File: config.mk
export PLATFORM = sky130hd
export DESIGN_NAME = m_mul_ctrl
export DESIGN_NICKNAME = d
export VERILOG_FILES = /design/src/rtl/m_ext_defs.sv /design/src/rtl/m_mul_ctrl.sv
export SDC_FILE = /design/constraint.sdc
export NUM_CORES = 1
export LEC_CHECK = 0
export ABC_AREA = 0
export BUFFER_PORTS_ARGS = -buffer_cell sky130_fd_sc_hd__buf_2
export CAP_MARGIN = 20
export CELL_PAD_IN_SITES_DETAIL_PLACEMENT = 1
export CELL_PAD_IN_SITES_GLOBAL_PLACEMENT = 2
export CORE_ASPECT_RATIO = 0.7
export CORE_UTILIZATION = 25
export CTS_CLUSTER_DIAMETER = 200
export DETAILED_ROUTE_END_ITERATION = 8
export PLACE_DENSITY = 0.73
export SYNTH_ARGS = -nofsm -noshare
export SYNTH_HDL_FRONTEND = slang
export SYNTH_SLANG_ARGS = --single-unit
File: constraint.sdc
create_clock -name i_clk -period 5.91 [get_ports i_clk]
set_clock_uncertainty 0.1 [all_clocks]
set_input_delay 0.2955 -clock i_clk [delete_from_list [all_inputs] [get_ports i_clk]]
set_output_delay 0.2955 -clock i_clk [all_outputs]
set_load 0.005 [all_outputs]
File: src/rtl/m_ext_defs.sv
// Shared M-extension definitions: funct3 encodings and controller state encoding.
package m_ext_defs;

  localparam logic [2:0] F3_MUL    = 3'b000;
  localparam logic [2:0] F3_MULH   = 3'b001;
  localparam logic [2:0] F3_MULHSU = 3'b010;
  localparam logic [2:0] F3_MULHU  = 3'b011;

  typedef enum logic [1:0] {
    ST_IDLE = 2'd0,
    ST_WAIT = 2'd1,
    ST_RESP = 2'd2
  } state_t;

endpackage

File: src/rtl/m_mul_ctrl.sv
// Multiply controller: decodes funct3, extends operands for a sibling 33x33
// multiplier, waits for its product and returns the selected 32-bit half.
// A one-entry reuse slot lets a repeat of the last operands skip the multiplier.
module m_mul_ctrl
  import m_ext_defs::*;
#(
  parameter int REUSE_EN = 1
) (
  input  logic        i_clk,
  input  logic        i_rst,
  input  logic        i_valid,
  input  logic [2:0]  i_funct3,
  input  logic [31:0] i_rs1,
  input  logic [31:0] i_rs2,
  input  logic        i_kill,
  output logic        o_ready,
  output logic        o_valid,
  output logic [31:0] o_result,
  output logic        o_mul_start,
  output logic [32:0] o_mul_a,
  output logic [32:0] o_mul_b,
  input  logic [63:0] i_mul_c,
  input  logic        i_mul_done
);

  state_t      state;
  logic        valid_q;
  logic        op_mul;
  logic        reuse_vld;
  logic [63:0] product;
  logic [31:0] result_q;

  logic        a_sgn;
  logic        b_sgn;
  logic [32:0] ext_a;
  logic [32:0] ext_b;
  logic        is_mul;
  logic        accept;
  logic        hit;
  logic [31:0] sel_half;

  // Operand extension, acceptance and reuse-hit detection for the request on the bus.
  // The last multiplier operands stay in o_mul_a/o_mul_b and double as the reuse tag.
  always_comb begin
    a_sgn  = (i_funct3 == F3_MUL) || (i_funct3 == F3_MULH) || (i_funct3 == F3_MULHSU);
    b_sgn  = (i_funct3 == F3_MUL) || (i_funct3 == F3_MULH);
    ext_a  = {a_sgn & i_rs1[31], i_rs1};
    ext_b  = {b_sgn & i_rs2[31], i_rs2};
    is_mul = (i_funct3 == F3_MUL);
    accept = (state == ST_IDLE) && i_valid && !i_kill && !i_funct3[2];
    hit    = 1'b0;
    if (REUSE_EN != 0 && reuse_vld) begin
      if (is_mul)
        hit = (o_mul_a[31:0] == i_rs1) && (o_mul_b[31:0] == i_rs2);
      else
        hit = (o_mul_a == ext_a) && (o_mul_b == ext_b);
    end
  end

  // Response half comes from the held product; a killed response leaves the
  // previously delivered result on o_result.
  always_comb begin
    sel_half = op_mul ? product[31:0] : product[63:32];
    o_valid  = valid_q && !i_kill;
    o_result = o_valid ? sel_half : result_q;
    o_ready  = (state == ST_IDLE);
  end

  // Controller FSM with registered strobes and the reuse entry.
  always_ff @(posedge i_clk or posedge i_rst) begin
    if (i_rst) begin
      state       <= ST_IDLE;
      valid_q     <= 1'b0;
      op_mul      <= 1'b0;
      reuse_vld   <= 1'b0;
      product     <= '0;
      result_q    <= '0;
      o_mul_start <= 1'b0;
      o_mul_a     <= '0;
      o_mul_b     <= '0;
    end else begin
      o_mul_start <= 1'b0;
      valid_q     <= 1'b0;
      case (state)
        ST_IDLE: begin
          if (accept) begin
            op_mul <= is_mul;
            if (hit) begin
              valid_q <= 1'b1;
              state   <= ST_RESP;
            end else begin
              // New operands overwrite the tag, so the old product is no longer reusable.
              o_mul_a     <= ext_a;
              o_mul_b     <= ext_b;
              o_mul_start <= 1'b1;
              reuse_vld   <= 1'b0;
              state       <= ST_WAIT;
            end
          end
        end
        ST_WAIT: begin
          if (i_kill) begin
            reuse_vld <= 1'b0;
            state     <= ST_IDLE;
          end else if (i_mul_done) begin
            product   <= i_mul_c;
            reuse_vld <= 1'b1;
            valid_q   <= 1'b1;
            state     <= ST_RESP;
          end
        end
        ST_RESP: begin
          if (!i_kill) result_q <= sel_half;
          state <= ST_IDLE;
        end
        default: state <= ST_IDLE;
      endcase
    end
  end

endmodule

# After elaboration in Yosys (flattened, before gate mapping)
# Index checks and enable logic that the tools add are counted.
[totals]
register_bits = 168
inputBits = 136
output_inout_bits = 101
elab_cells = 65
[classes]
n_eq_ne = 11
muxes = 22
bitwise = 4
n_reduce_logical = 19
[ops]
columns = ["operator", "count"]
rows = [
  ["33-bit == test", 2],
  ["32-bit == test", 2],
  ["32-bit 2-to-1 mux", 2],
  ["1-bit 2-to-1 mux", 13],
  ["2-bit 2-to-1 mux", 4],
  ["1-bit logical AND", 6],
  ["2-bit AND reduction", 3],
  ["3-bit AND reduction", 2],
  ["1-bit case mux with 2 select lines", 2],
  ["2-bit case mux with 2 select lines", 1],
  ["4-bit AND reduction", 1],
  ["3-bit by 1-bit == test with 1-bit output, second input constant", 1],
  ["3-bit by 2-bit == test with 1-bit output, second input constant", 1],
  ["3-bit logical NOT", 1],
  ["3-bit inequality test, second input constant", 1],
  ["1-bit AND", 2],
  ["2-bit by 1-bit == test with 1-bit output, second input constant", 1],
  ["2-bit == test, second input constant", 1],
  ["1-bit logical NOT", 2],
  ["2-bit logical NOT", 1],
  ["1-bit logical OR", 2],
  ["2-bit by 1-bit inequality test with 1-bit output, second input constant", 1],
  ["2-bit inequality test, second input constant", 1],
  ["1-bit NOT", 2],
  ["2-bit nonzero test", 1],
]

# Longest topological paths before layout
# Gate-level depths: netlist (run 1).
[depth]
word_depth = 11
depth_mapped = 9
depth_no_buf = 7

# Worst setup path before layout (run 1)
# OpenSTA, ideal clock, no wires.
[synth_timing]
kind = "reg-to-reg"
startpoint = "register o_mul_a[3]"
endpoint = "register o_mul_a[20]"
setup_ns = 0.125
arrival_time_ns = 2.160
t_required_ns = 5.685
slack_ns = 3.525
path_stages_with_launch = 10
path_buffers = 2
period_less_slack_ns = 2.385
cell_sequence = "dfrtp_1 > nor2b_1 > a2111o_1 > a2111oi_2 > nand4_1 > nor3_2 > a21oi_1 > buf_6 > buf_6 > mux2_4"
[synth_between]
elab_chain_len = 6
word_cells_on_any_way = 8
cone_classes = "2 x eq/ne; 2 x mux; 1 x bitwise; 3 x reduce/logical"
[synth_lines]
columns = ["item", "line_no", "source"]
rows = [
  ["from (decl)", "m_mul_ctrl.sv:20", "output logic [32:0] o_mul_a,"],
  ["from (signal assigned)", "m_mul_ctrl.sv:93", "o_mul_a <= ext_a;"],
  ["33-bit == test or 32-bit == test (tied branches)", "m_mul_ctrl.sv:56, m_mul_ctrl.sv:54", ""],
  ["1-bit logical AND, on equally long branches", "m_mul_ctrl.sv:56, m_mul_ctrl.sv:54", ""],
  ["1-bit 2-to-1 mux *", "m_mul_ctrl.sv:53", "if (is_mul)"],
  ["1-bit 2-to-1 mux *", "m_mul_ctrl.sv:52", "if (REUSE_EN != 0 && reuse_vld) begin"],
  ["1-bit NOT (no source line) *", "n/a", ""],
  ["3-bit AND reduction (no source line) *", "n/a", ""],
]
# Mark *: on every way between the ends. The rest lies on a longest branch, timed or not.
# A chain may end at the register's enable or synchronous reset.

# Final worst setup path (run 1)
[layout_timing]
startpoint = "input port i_rs1[12]"
endpoint = "register o_mul_a[9]"
[layout_between]
elab_chain_len = 6
word_cells_on_any_way = 8
cone_classes = "2 x eq/ne; 2 x mux; 1 x bitwise; 3 x reduce/logical"
[layout_lines]
columns = ["item", "line_no", "source"]
rows = [
  ["from (decl)", "m_mul_ctrl.sv:13", "input logic [31:0] i_rs1,"],
  ["33-bit == test or 32-bit == test (tied branches)", "m_mul_ctrl.sv:56, m_mul_ctrl.sv:54", ""],
  ["1-bit logical AND, on equally long branches", "m_mul_ctrl.sv:56, m_mul_ctrl.sv:54", ""],
  ["1-bit 2-to-1 mux *", "m_mul_ctrl.sv:53", ""],
  ["1-bit 2-to-1 mux *", "m_mul_ctrl.sv:52", ""],
  ["1-bit NOT (no source line) *", "n/a", ""],
  ["3-bit AND reduction (no source line) *", "n/a", ""],
]
# Marked as above.

==> results of run 1 <==
[layer usage]
metal | vias to the layer above | part of all wire | wire length, µm
met5 | - | 0 | 0
met4 | 0 | 0.013 | 299
met3 | 20 | 0.045 | 1014
met2 | 119 | 0.46 | 10430
met1 | 2949 | 0.48 | 10770
li1 | 2856 | - | -
[logic make-up (layout without fill, tap and decap cells)]
group / after synthesis / after routing / share of synthesized area
mux: 163 / 163 / 0.2356
flops: 168 / 168 / 0.5471
compound gates: 86 / 86 / 0.06400
simple gates: 115 / 115 / 0.07132
buf+inv: 43 / 390 / 0.02377
xor+xnor: 51 / 51 / 0.05813
[power by group through the flow]
stage          logic (µW)  registers, µW  clock network, µW
3_5_place_dp          916           1690                  0
4_1_cts               975           1670               1200
5_1_grt              1080           1710               1240
2_1_floorplan         543           1650                  0
6_report              959           1670               1150
3_3_place_gp          895           1670                  0
[per-stage QoR]
stage,cells,utilization,setup slack (ps),cell area [µm²]
finish,1385,0.3640,2477,10960
CTS,1385,0.3640,2505,10960
detailed placement,1249,0.3095,2472,9318
global route,1385,0.3640,2287,10960
global placement,1249,0.3095,2546,9318
floorplan,626,-,967.8,7684
[timing repair]
item / in CTS / in global routing
hold buffers: 105 / 0
buffers inserted: 0 / 0
setup endpoints to repair: 0 / 0
endpoints found under the hold margin: 170 / 0
[synthesized netlist by cell type]
library cell  instances
nor2b_1              10
nor3_2                1
mux2_4                5
o21ai_0              36
a21boi_0              1
nor4_1                7
mux2i_1              35
clkbuf_1             24
o22ai_1               2
nand4_1               8
nor2_1               35
o21bai_1              2
nor3b_1               2
o41ai_1               1
a21oi_1              34
buf_6                 2
nand3_1               2
a211oi_1              1
nor3_1                1
dfrtp_1             168
a2111oi_0             3
a2111oi_2             1
or2_1                 1
inv_1                11
a2111o_1              2
or4_1                 1
nand2_1              36
xnor2_1              24
o2111ai_1             3
buf_2                 5
xor2_1               27
nand2b_1             10
buf_1                 1
mux2_2              123
and3b_1               1
[registers in the layout (all words and copies together), names as in the netlist]
register	cells
product	64
op_mul	1
valid_q	1
result_q	32
o_mul_a	33
o_mul_start	1
reuse_vld	1
o_mul_b	33
state	2
[worst min path at each step]
stage	to	slack, ps	depth (start not counted)
6_report	o_mul_a[27]	30	2
5_1_grt	o_mul_a[3]	7	2
4_1_cts	o_mul_b[25]	0.6	2
3_5_place_dp	product[60]	360	2
3_3_place_gp	product[60]	360	2
2_1_floorplan	op_mul	290	1
[area by class of cell]
type | count | area share
Inverter | 11 | 0.004224
Timing Repair Buffer | 348 | 0.2085
Tap cell | 412 | 0.04704
Clock buffer | 24 | 0.04304
Clock inverter | 7 | 0.01085
Sequential cell | 168 | 0.3837
Multi-Input combinational cell | 415 | 0.3027
[worst register-to-register path, cell delays in order (launching register included)]
cell	delay [ps]
dfrtp_1	440
mux2i_1	220
o21ai_0	120
a2111oi_0	990
a21oi_4	450
buf_4	460
mux2_2	400
==> metrics.yaml, run 1 <==
syn_area_per_cell_um2: 12.27
power.internal_uw: 2684
cts_resized: 0
grt_use_met3: 0.04244
grt.overflow.total: 0
cpPeakStageDelay_ps: 960
whs_ps: 34.00
port_buffers: 236
end_kind: "flip-flop"
r2r-end: "o_mul_a[9]"
netlist_instances: 626
viasPerCell: 4.292
reg2reg_from: "o_mul_a[32]"
cp_data_required_time_ps: 6120
drt-pass1-iter-count: 4
p_comb_frac: 0.254
ys_types: 35
critPathKind: "primary input to flip-flop"
pwr_density_cell_nw_per_um2: 344.7
wl_per_cell_um: 16.25
die_h_um: 148.7
ys_seq_elements: 168
hp-class: "primary input to flip-flop"
synth_nets: 762
drt_iter0_markers: 186
drv_slew: 0
drive_above_1_share: 0.4162
grt_max_degree: 69
slowest_stage: "a2111oi_0"
syn_to_final_growth_pct: 42.63
yosysTopAreaCell: "dfrtp_1"
endpoint: "o_mul_a[9]"
busiest_layer: "met2"
max_freq_mhz: 291.3
core_area_um2: 30110
outcome: "complete, no violations"
antenna_left: 0
synth_top_area_frac: 0.5471
grt_pass1_wl_um: 36200
cts.htree.levels: 4
leakagePower_uw: 0.004931
drc: 0
cpLargestDelayFamily: "compound AO/OA/AOI/OAI gates"
p_total_uw: 3777
worst-r2r-setup-slack_ps: 2620
clock-sinks: 168
finalSetupViolCount: 0
grtUsageMet2: 0.2306
antenna_found_initial: 0
crit_arrival_ps: 3640
slew_headroom: 0.2412
peakVddDrop_mv: 0.1558
dp_hpwl_um: 15280
rsz0062_at_grt: "no"
clk_latency_ps: 430
pwr-share-seq: 0.441
synthTopCellsByArea: "dfrtp_1 (55%), mux2_2 (18%), mux2i_1 (4.6%)"
fin_crit_ps: 3433
wirelength_um: 22510
switching_share: 0.2895
worstPathCellList: "dlygate4sd3_1 > buf_2 > xnor2_1 > nand4_1 > a2111oi_0 > a21oi_4 > buf_4 > mux2_2"
min_from: "i_rs1[27]"
seq_area_um2: 4205
multi_input_area_um2: 3317
startpoint_type: "primary input"
dieWidth_um: 211.5
finalSetupTns_ps: 0
nets: 1097
fill_cells: 3363
synth_area_um2: 7684
place_congestion: 0.7690
synth_warnings: 0
layout_common_cells: "buf_2 (236), dfrtp_1 (167), mux2_2 (123), dlygate4sd3_1 (105)"
diodes: 0
grt.total_usage: 0.1499
dieArea_um2: 31450
numCtsBuffers: 17
rr_worst_depth: 6
power_switching_uw: 1094
crit_path_max_fanout: 44
crit_path_start: "i_rs1[12]"
use_met1: 0.2027
maxCapViolCount: 0
initial_core_util: 0.2552
clkSlewWorstSetupHoldPaths_ps: 70
path_buf_inv: 3
hold_viol: 0
clock_power_share: 0.305
crit_cells: 8
rows: 53
seq_area_frac_synth: 0.5471
layout_commonest_cell: "buf_2"
io_pins: 237
cts_tree: "built"
tightest_slew_ps: 1110
min_period_over_period: 0.5809
clockRootBuffer: "clkbuf_16"
grt_pass1_vias: 6438
cts_buffer_depth: 2
vias: 5944
Note: power is estimated with default switching activity, not from simulation.
==> run 2: changes to the inputs <==
--- a/config.mk
+++ b/config.mk
@@ -5,7 +5,7 @@
 export SDC_FILE = /design/constraint.sdc
 export NUM_CORES = 1
 export LEC_CHECK = 0
-export ABC_AREA = 0
+export ABC_AREA = 1
 export BUFFER_PORTS_ARGS = -buffer_cell sky130_fd_sc_hd__buf_2
 export CAP_MARGIN = 20
 export CELL_PAD_IN_SITES_DETAIL_PLACEMENT = 1
@@ -14,7 +14,7 @@
 export CORE_UTILIZATION = 25
 export CTS_CLUSTER_DIAMETER = 200
 export DETAILED_ROUTE_END_ITERATION = 8
-export PLACE_DENSITY = 0.73
+export PLACE_DENSITY = 0.8
 export SYNTH_ARGS = -nofsm -noshare
 export SYNTH_HDL_FRONTEND = slang
 export SYNTH_SLANG_ARGS = --single-unit
==> constraint.sdc (replaced) <==
create_clock -name i_clk -period 3.5 [get_ports i_clk]
set_clock_uncertainty 0.1 [all_clocks]
set_input_delay 0.175 -clock i_clk [delete_from_list [all_inputs] [get_ports i_clk]]
set_output_delay 0.175 -clock i_clk [all_outputs]
set_load 0.005 [all_outputs]
==> run 2 against run 1 <==
Clock-buffer cell count fell by 7; sequential share of layout area fell by 4.8 points; worst hold slack improved by 37 ps; clock power rose by 71%; routed wire length rose by 51%; design area rose by 14%; via count rose by 53%; utilization fell by 0.49 points; critical path type is now flip-flop to flip-flop.
==> metrics.yaml, run 2 <==
clock_power_share: 0.307  # was 0.305
grt_pass1_vias: 9698  # was 6,438
wirelength_um: 33890  # was 22,510 µm
synth_area_um2: 8890  # was 7684 µm²
reg_top3: "product x64, o_mul_a x33, o_mul_b x33"  # unchanged
drive_above_1_share: 0.2076  # was 0.4162
max_freq_mhz: 380.7
outcome: "complete, no violations"  # unchanged
clock-sinks: 168  # unchanged
grt.total_usage: 0.1937  # was 0.1499
syn_to_final_growth_pct: 40.90  # was 42.63%
p_comb_frac: 0.274  # was 0.254
dieArea_um2: 36330  # was 31,450 µm²
placedCellCount: 1893  # was 1,249
holdPathStages: 5  # was 2
synth_warnings: 0  # unchanged
port_buffers: 236  # unchanged
rr_worst_depth: 10  # was 6
peakVddDrop_mv: 0.2349  # was 0.1558 mV
clk_latency_ps: 450  # was 430 ps
cts.htree.levels: 4  # unchanged
numCtsBuffers: 17  # unchanged
initial_core_util: 0.2549  # was 0.2552
core_area_um2: 34870  # was 30,110 µm²
leakagePower_uw: 0.006621  # was 0.004931 µW
clockRootBuffer: "clkbuf_16"  # unchanged
grt_use_met3: 0.04545  # was 0.04244
startpoint_type: "flip-flop"  # was primary input
crit_arrival_ps: 2910  # was 3640 ps
fin_cells: 2061  # was 1,385
whs_ps: 71.10  # was 34.00 ps
async_reset_ff_frac: 1.000  # unchanged
switching_share: 0.3572  # was 0.2895
yosysTopAreaCell: "dfrtp_1"  # unchanged
grtUsageMet2: 0.3203  # was 0.2306
rsz0062_at_grt: "no"  # unchanged
cts_resized: 0  # unchanged
busiest_layer: "met2"  # unchanged
synth_top_area_frac: 0.4729  # was 0.5471
syn_area_per_cell_um2: 7.275  # was 12.27 µm²
rows: 57  # was 53
power_switching_uw: 2293  # was 1094 µW
seq_area_frac_synth: 0.4729  # was 0.5471
use_met1: 0.2497  # was 0.2027
endpoint: "o_mul_b[19]"  # was o_mul_a[9]
crit_path_start: "o_mul_a[20]"  # was i_rs1[12]
antenna_found_initial: 4  # was 0
pwr_density_cell_nw_per_um2: 512.5  # was 344.7 nW/µm²
r2r-end: "o_mul_b[19]"  # was o_mul_a[9]
dieWidth_um: 227.4  # was 211.5 µm
cp_data_required_time_ps: 3780  # was 6120 ps
ctsHoldBuffers: 132  # was 105
yosysMostFrequentCell: "nand2_1"  # was dfrtp_1
hold_viol: 0  # unchanged
min_period_over_period: 0.7506
antenna_left: 0  # unchanged
dp_hpwl_um: 24060  # was 15,280 µm
finalSetupTns_ps: 0  # unchanged
drt-pass1-iter-count: 5  # was 4
grt_pass1_wl_um: 54030  # was 36,200 µm
place_congestion: 0.8421  # was 0.7690
synth_nets: 1358  # was 762
ys_seq_elements: 168  # unchanged
end_kind: "flip-flop"  # unchanged
cts_buffer_depth: 2  # unchanged
reg2reg_from: "o_mul_a[20]"  # was o_mul_a[32]
drc: 0  # unchanged
drt_iter0_markers: 481  # was 186
grt.overflow.total: 0  # unchanged
layout_commonest_cell: "nand2_1"  # was buf_2
wl_per_cell_um: 16.44  # was 16.25 µm
worst-r2r-setup-slack_ps: 870  # was 2620 ps
crit_path_max_fanout: 40  # was 44
ys_types: 29  # was 35
maxCapViolCount: 0  # unchanged
nets: 1708  # was 1,097
netlist_instances: 1222  # was 626
synth_common_cells: "nand2_1 (435), inv_1 (175), dfrtp_1 (168), o21ai_0 (101), nor2_1 (100)"  # was dfrtp_1 (168), mux2_2 (123), nand2_1 (36), o21ai_0 (36)
synth-edff-count: 0  # unchanged
pwr-share-seq: 0.420  # was 0.441
layout_common_cells: "nand2_1 (435), buf_2 (236), inv_1 (174), dfrtp_1 (167), dlygate4sd3_1 (132)"  # was buf_2 (236), dfrtp_1 (167), mux2_2 (123), dlygate4sd3_1 (105)
tightest_slew_ps: 953.2  # was 1110 ps
io_pins: 237  # unchanged
cts_tree: "built"  # unchanged
largest_reg_flops: 64  # unchanged
hp-class: "primary input to flip-flop"  # unchanged
clkSlewWorstSetupHoldPaths_ps: 80  # was 70 ps
drv_slew: 0  # unchanged
fill_cells: 4314  # was 3,363
fin_crit_ps: 2627
post-cts-setup-buffer-count: 0  # unchanged
power.internal_uw: 4126  # was 2684 µW
synthTopCellsByArea: "dfrtp_1 (47%), nand2_1 (18%), inv_1 (7.4%)"  # was dfrtp_1 (55%), mux2_2 (18%), mux2i_1 (4.6%)
regMostFlops: "product"  # unchanged
finalSetupViolCount: 0  # unchanged
synth_ff_type: "dfrtp_1"  # unchanged
slew_headroom: 0.3632  # was 0.2412
grt_max_degree: 83  # was 69
vias: 9094  # was 5,944
die_h_um: 159.8  # was 148.7 µm
critPathKind: "flip-flop to flip-flop"  # was primary input to flip-flop
viasPerCell: 4.412  # was 4.292
==> run 2: per-stage QoR <==
step | utilization | worst slack [ps] | area [µm²] | total power [µW]
6_report | 0.3592 | 873.1 | 12530 | 6419
5_1_grt | 0.3591 | 668.3 | 12520 | 6869
4_1_cts | 0.3589 | 849.7 | 12520 | 6517
3_5_place_dp | 0.3036 | 881.5 | 10590 | 4378
3_3_place_gp | 0.3036 | 905.4 | 10590 | 4313
2_1_floorplan | - | 1084 | 8894 | 3591
==> run 2: power by group through the flow <==
stage / sequential, µW / clock [µW] / combinational [µW]
2_1_floorplan: 2650 / 0 / 941
5_1_grt: 2750 / 2100 / 2010
3_5_place_dp: 2730 / 0 / 1650
3_3_place_gp: 2710 / 0 / 1600
6_report: 2690 / 1970 / 1760
4_1_cts: 2700 / 2050 / 1780
==> run 2: cell type report <==
cell class	instances	area, µm²	area share
clock inverters	15	180.2	0.01438
repair buffers	382	2633	0.2102
flip-flops and latches	168	4205	0.3357
inverters	177	668.1	0.05334
clock buffers	17	425.4	0.03396
multi-input cells	826	3814	0.3045
well taps	472	590.6	0.04715
diodes	4	10.01	0.0007991
==> run 2: cells by family after synthesis <==
group | count (synthesis) | share of synthesized area
compound gates | 137 | 0.07755
xor+xnor | 14 | 0.01379
buf+inv | 228 | 0.1011
flops | 168 | 0.4729
mux | 35 | 0.04434
simple gates | 640 | 0.2904
==> run 2: metal layers <==
metal | share of wire | wire, µm
met1 | 0.46 | 15510
met2 | 0.47 | 16060
met3 | 0.049 | 1672
met4 | 0.019 | 657
met5 | 0 | 0
==> run 2: worst min path at each step <==
stage,slack [ps],to,startpoint
floorplan,170,state[0],i_mul_done
global placement,310,product[20],i_mul_c[20]
detailed placement,310,product[61],i_mul_c[61]
CTS,60,o_mul_b[32],i_funct3[1]
global route,80,o_mul_b[32],i_funct3[1]
finish,70,o_mul_a[32],i_funct3[1]
==> run 2: critical path, cell delays in order (launching register included) <==
cell and delay [ps]:
dfrtp_1 410, xnor2_1 500, nand3_1 150, nor3_1 280, nand2_1 90, nor2_1 200, nand3_2 140, nand2_2 90
buf_4 410, nand2_1 110, nand2_1 80
==> run 3: changes to the inputs <==
--- a/config.mk
+++ b/config.mk
@@ -14,7 +14,7 @@
 export CORE_UTILIZATION = 25
 export CTS_CLUSTER_DIAMETER = 200
 export DETAILED_ROUTE_END_ITERATION = 8
-export PLACE_DENSITY = 0.8
+export PLACE_DENSITY = 0.82
 export SYNTH_ARGS = -nofsm -noshare
 export SYNTH_HDL_FRONTEND = slang
 export SYNTH_SLANG_ARGS = --single-unit
==> constraint.sdc (replaced) <==
create_clock -name i_clk -period 2.12 [get_ports i_clk]
set_clock_uncertainty 0.1 [all_clocks]
set_input_delay 0.106 -clock i_clk [delete_from_list [all_inputs] [get_ports i_clk]]
set_output_delay 0.106 -clock i_clk [all_outputs]
set_load 0.005 [all_outputs]
==> run 3 against run 2 <==
Design area is 6.2% higher; via count is 3.9% higher; sequential power is 64% higher; critical path type unchanged; the run now ends with negative setup slack left.
==> metrics.yaml, run 3 (synthesis gave the netlist of run 2 again) <==
cts_tree: "built"  # unchanged
grt_pass1_vias: 9951  # was 9,698
finalSetupViolCount: 12  # was 0
nets: 1760  # was 1,708
leakagePower_uw: 0.006994  # was 0.006621 µW
antenna_found_initial: 2  # was 4
hp-class: "primary input to flip-flop"  # unchanged
wl_per_cell_um: 17.05  # was 16.44 µm
wirelength_um: 35990  # was 33,890 µm
tightest_slew_ps: 572.8  # was 953.2 ps
startpoint_type: "flip-flop"  # unchanged
setup_slack_ps: -13.37  # was 873.1 ps
place_congestion: 0.8063  # was 0.8421
clk_latency_ps: 460  # was 450 ps
layout_commonest_cell: "nand2_1"  # unchanged
port_buffers: 236  # unchanged
maxCapViolCount: 0  # unchanged
critPathKind: "flip-flop to flip-flop"  # unchanged
syn_to_final_growth_pct: 49.61  # was 40.90%
hold_viol: 0  # unchanged
clkSlewWorstSetupHoldPaths_ps: 70  # was 80 ps
rsz0062_at_grt: "yes"  # was no
path_buf_inv: 1  # unchanged
io_pins: 237  # unchanged
crit_cells: 10  # unchanged
holdPathStages: 4  # was 5
largest_reg_flops: 64  # unchanged
max_freq_mhz: 468.7  # was 380.7 MHz
dieWidth_um: 227.4  # unchanged
drv_slew: 0  # unchanged
vias: 9449  # was 9,094
pwr_density_cell_nw_per_um2: 823.0  # was 512.5 nW/µm²
whs_ps: 62.61  # was 71.10 ps
crit_arrival_ps: 2430  # was 2910 ps
clock-sinks: 168  # unchanged
die_h_um: 159.8  # unchanged
min_period_over_period: 1.006  # was 0.7506
cts.htree.levels: 4  # unchanged
dieArea_um2: 36330  # unchanged
antenna_left: 0  # unchanged
final_util: 0.3814  # was 0.3592
dp_hpwl_um: 24790  # was 24,060 µm
layout_common_cells: "nand2_1 (414), buf_2 (236), inv_1 (173), dfrtp_1 (166), dlygate4sd3_1 (136)"  # was nand2_1 (435), buf_2 (236), inv_1 (174), dfrtp_1 (167), dlygate4sd3_1 (132)
cts_buffer_depth: 2  # unchanged
rr_worst_depth: 10  # unchanged
drive_above_1_share: 0.2517  # was 0.2076
viasPerCell: 4.476  # was 4.412
fin_crit_ps: 2133  # was 2627 ps
drt-pass1-iter-count: 5  # unchanged
cpLargestDelayFamily: "simple AND/OR/NAND/NOR gates"  # unchanged
initial_core_util: 0.2549  # unchanged
finalSetupTns_ps: -80.31  # was 0 ps
cpPeakStageDelay_ps: 460  # was 500 ps
end_kind: "flip-flop"  # unchanged
fin_cells: 2111  # was 2,061
grt_max_degree: 69  # was 83
clockRootBuffer: "clkbuf_16"  # unchanged
grt.total_usage: 0.1987  # was 0.1937
crit_path_max_fanout: 13  # was 40
grt.overflow.total: 0  # unchanged
slowest_stage: "dfrtp_1"  # was xnor2_1
slew_headroom: 0.6173  # was 0.3632
placedCellCount: 1925  # was 1,893
regMostFlops: "product"  # unchanged
reg_top3: "product x64, o_mul_a x33, o_mul_b x33"  # unchanged
drc: 0  # unchanged
grt_pass1_wl_um: 55050  # was 54,030 µm
core_area_um2: 34870  # unchanged
numCtsBuffers: 17  # unchanged
crit_top_cell: "nand2_1"  # unchanged
cp_data_required_time_ps: 2420  # was 3780 ps
violations: "negative setup slack"
worstPathCellList: "xnor2_2 > nand3_1 > nor3_2 > nand2_1 > nor2_2 > nand3_4 > nand2_8 > clkbuf_16 > nand2_1 > nand2_1"  # was xnor2_1 > nand3_1 > nor3_1 > nand2_1 > nor2_1 > nand3_2 > nand2_2 > buf_4 > nand2_1 > nand2_1
peakVddDrop_mv: 0.4871  # was 0.2349 mV
outcome: "complete, but fails checks"  # was complete, no violations
rows: 57  # unchanged
drt_iter0_markers: 452  # was 481
run 3: changes by cell type in the layout (fill, tap and decap cells not counted), moves of 5 or more:
cell      delta
o21ai_0      -8
clkinv_8     -5
o21ai_1      +7
inv_6        +5
nand2_4      +7
nand2_2     +13
nor2_1       -8
nor2_2       +8
nand2_1     -21
buf_4       +29
buf_12      +14
run 3: report_power, final:
group | switching [µW] | total, µW | internal [µW]
clock | 1480 | 3200 | 1720
sequential | 457 | 4410 | 3960
combinational | 1810 | 3330 | 1530
run 3: per-layer routing:
metal / track usage / vias to the layer above / wire [µm]
li1: - / 4581 / -
met3: 0.04581 / 31 / 1910
met5: 0 / - / 0
met1: 0.2482 / 4640 / 15820
met2: 0.3419 / 197 / 17780
met4: 0.05156 / 0 / 482
run 3: through the flow:
step / power, µW / worst slack, ps / instance area [µm²]
final: 10950 / -13.37 / 13300
after floorplan: 5929 / -226.7 / 8894
after global routing: 11710 / -95.18 / 13300
after detailed placement: 7425 / -256.7 / 10990
after global placement: 7299 / -226.9 / 10990
after CTS: 10940 / -12.18 / 12970
run 3: path summary, 6_finish.rpt:
kind                              from          end  slack [ps]
setup / recovery           o_mul_a[20]  o_mul_a[26]         -10
hold / removal                  i_kill     state[0]          60
setup reg to reg           o_mul_a[20]  o_mul_a[26]         -10
hold reg to reg             product[1]   product[1]         410
max in group asynchronous        i_rst  o_mul_b[21]        1170
min in group asynchronous        i_rst  o_mul_start         160
run 3: cell type report:
cell class              count  area, µm²
diodes                      2      5.005
repair buffers            434       3272
multi-input cells         826       3974
clock inverters            12      125.1
clock buffers              20      456.7
well taps                 472      590.6
inverters                 177      668.1
flip-flops and latches    168       4209
fillers                  4280      21570
run 3: what timing repair did:
item                       in CTS  in global routing
setup endpoints to repair      87                 91
gates resized for setup         7                 51
setup buffers                   1                 12
pin swaps                       2                 17
cloned                          0                  3
hold endpoints to repair      274                  0
hold buffers                  136                  0
run 3: tightest hold or removal path: cells and delay by family:
| kind | cells | cell delay (ps) |
|---|---|---|
| buf+inv | 2 | 250 |
| simple gates | 1 | 150 |
| compound gates | 1 | 70 |
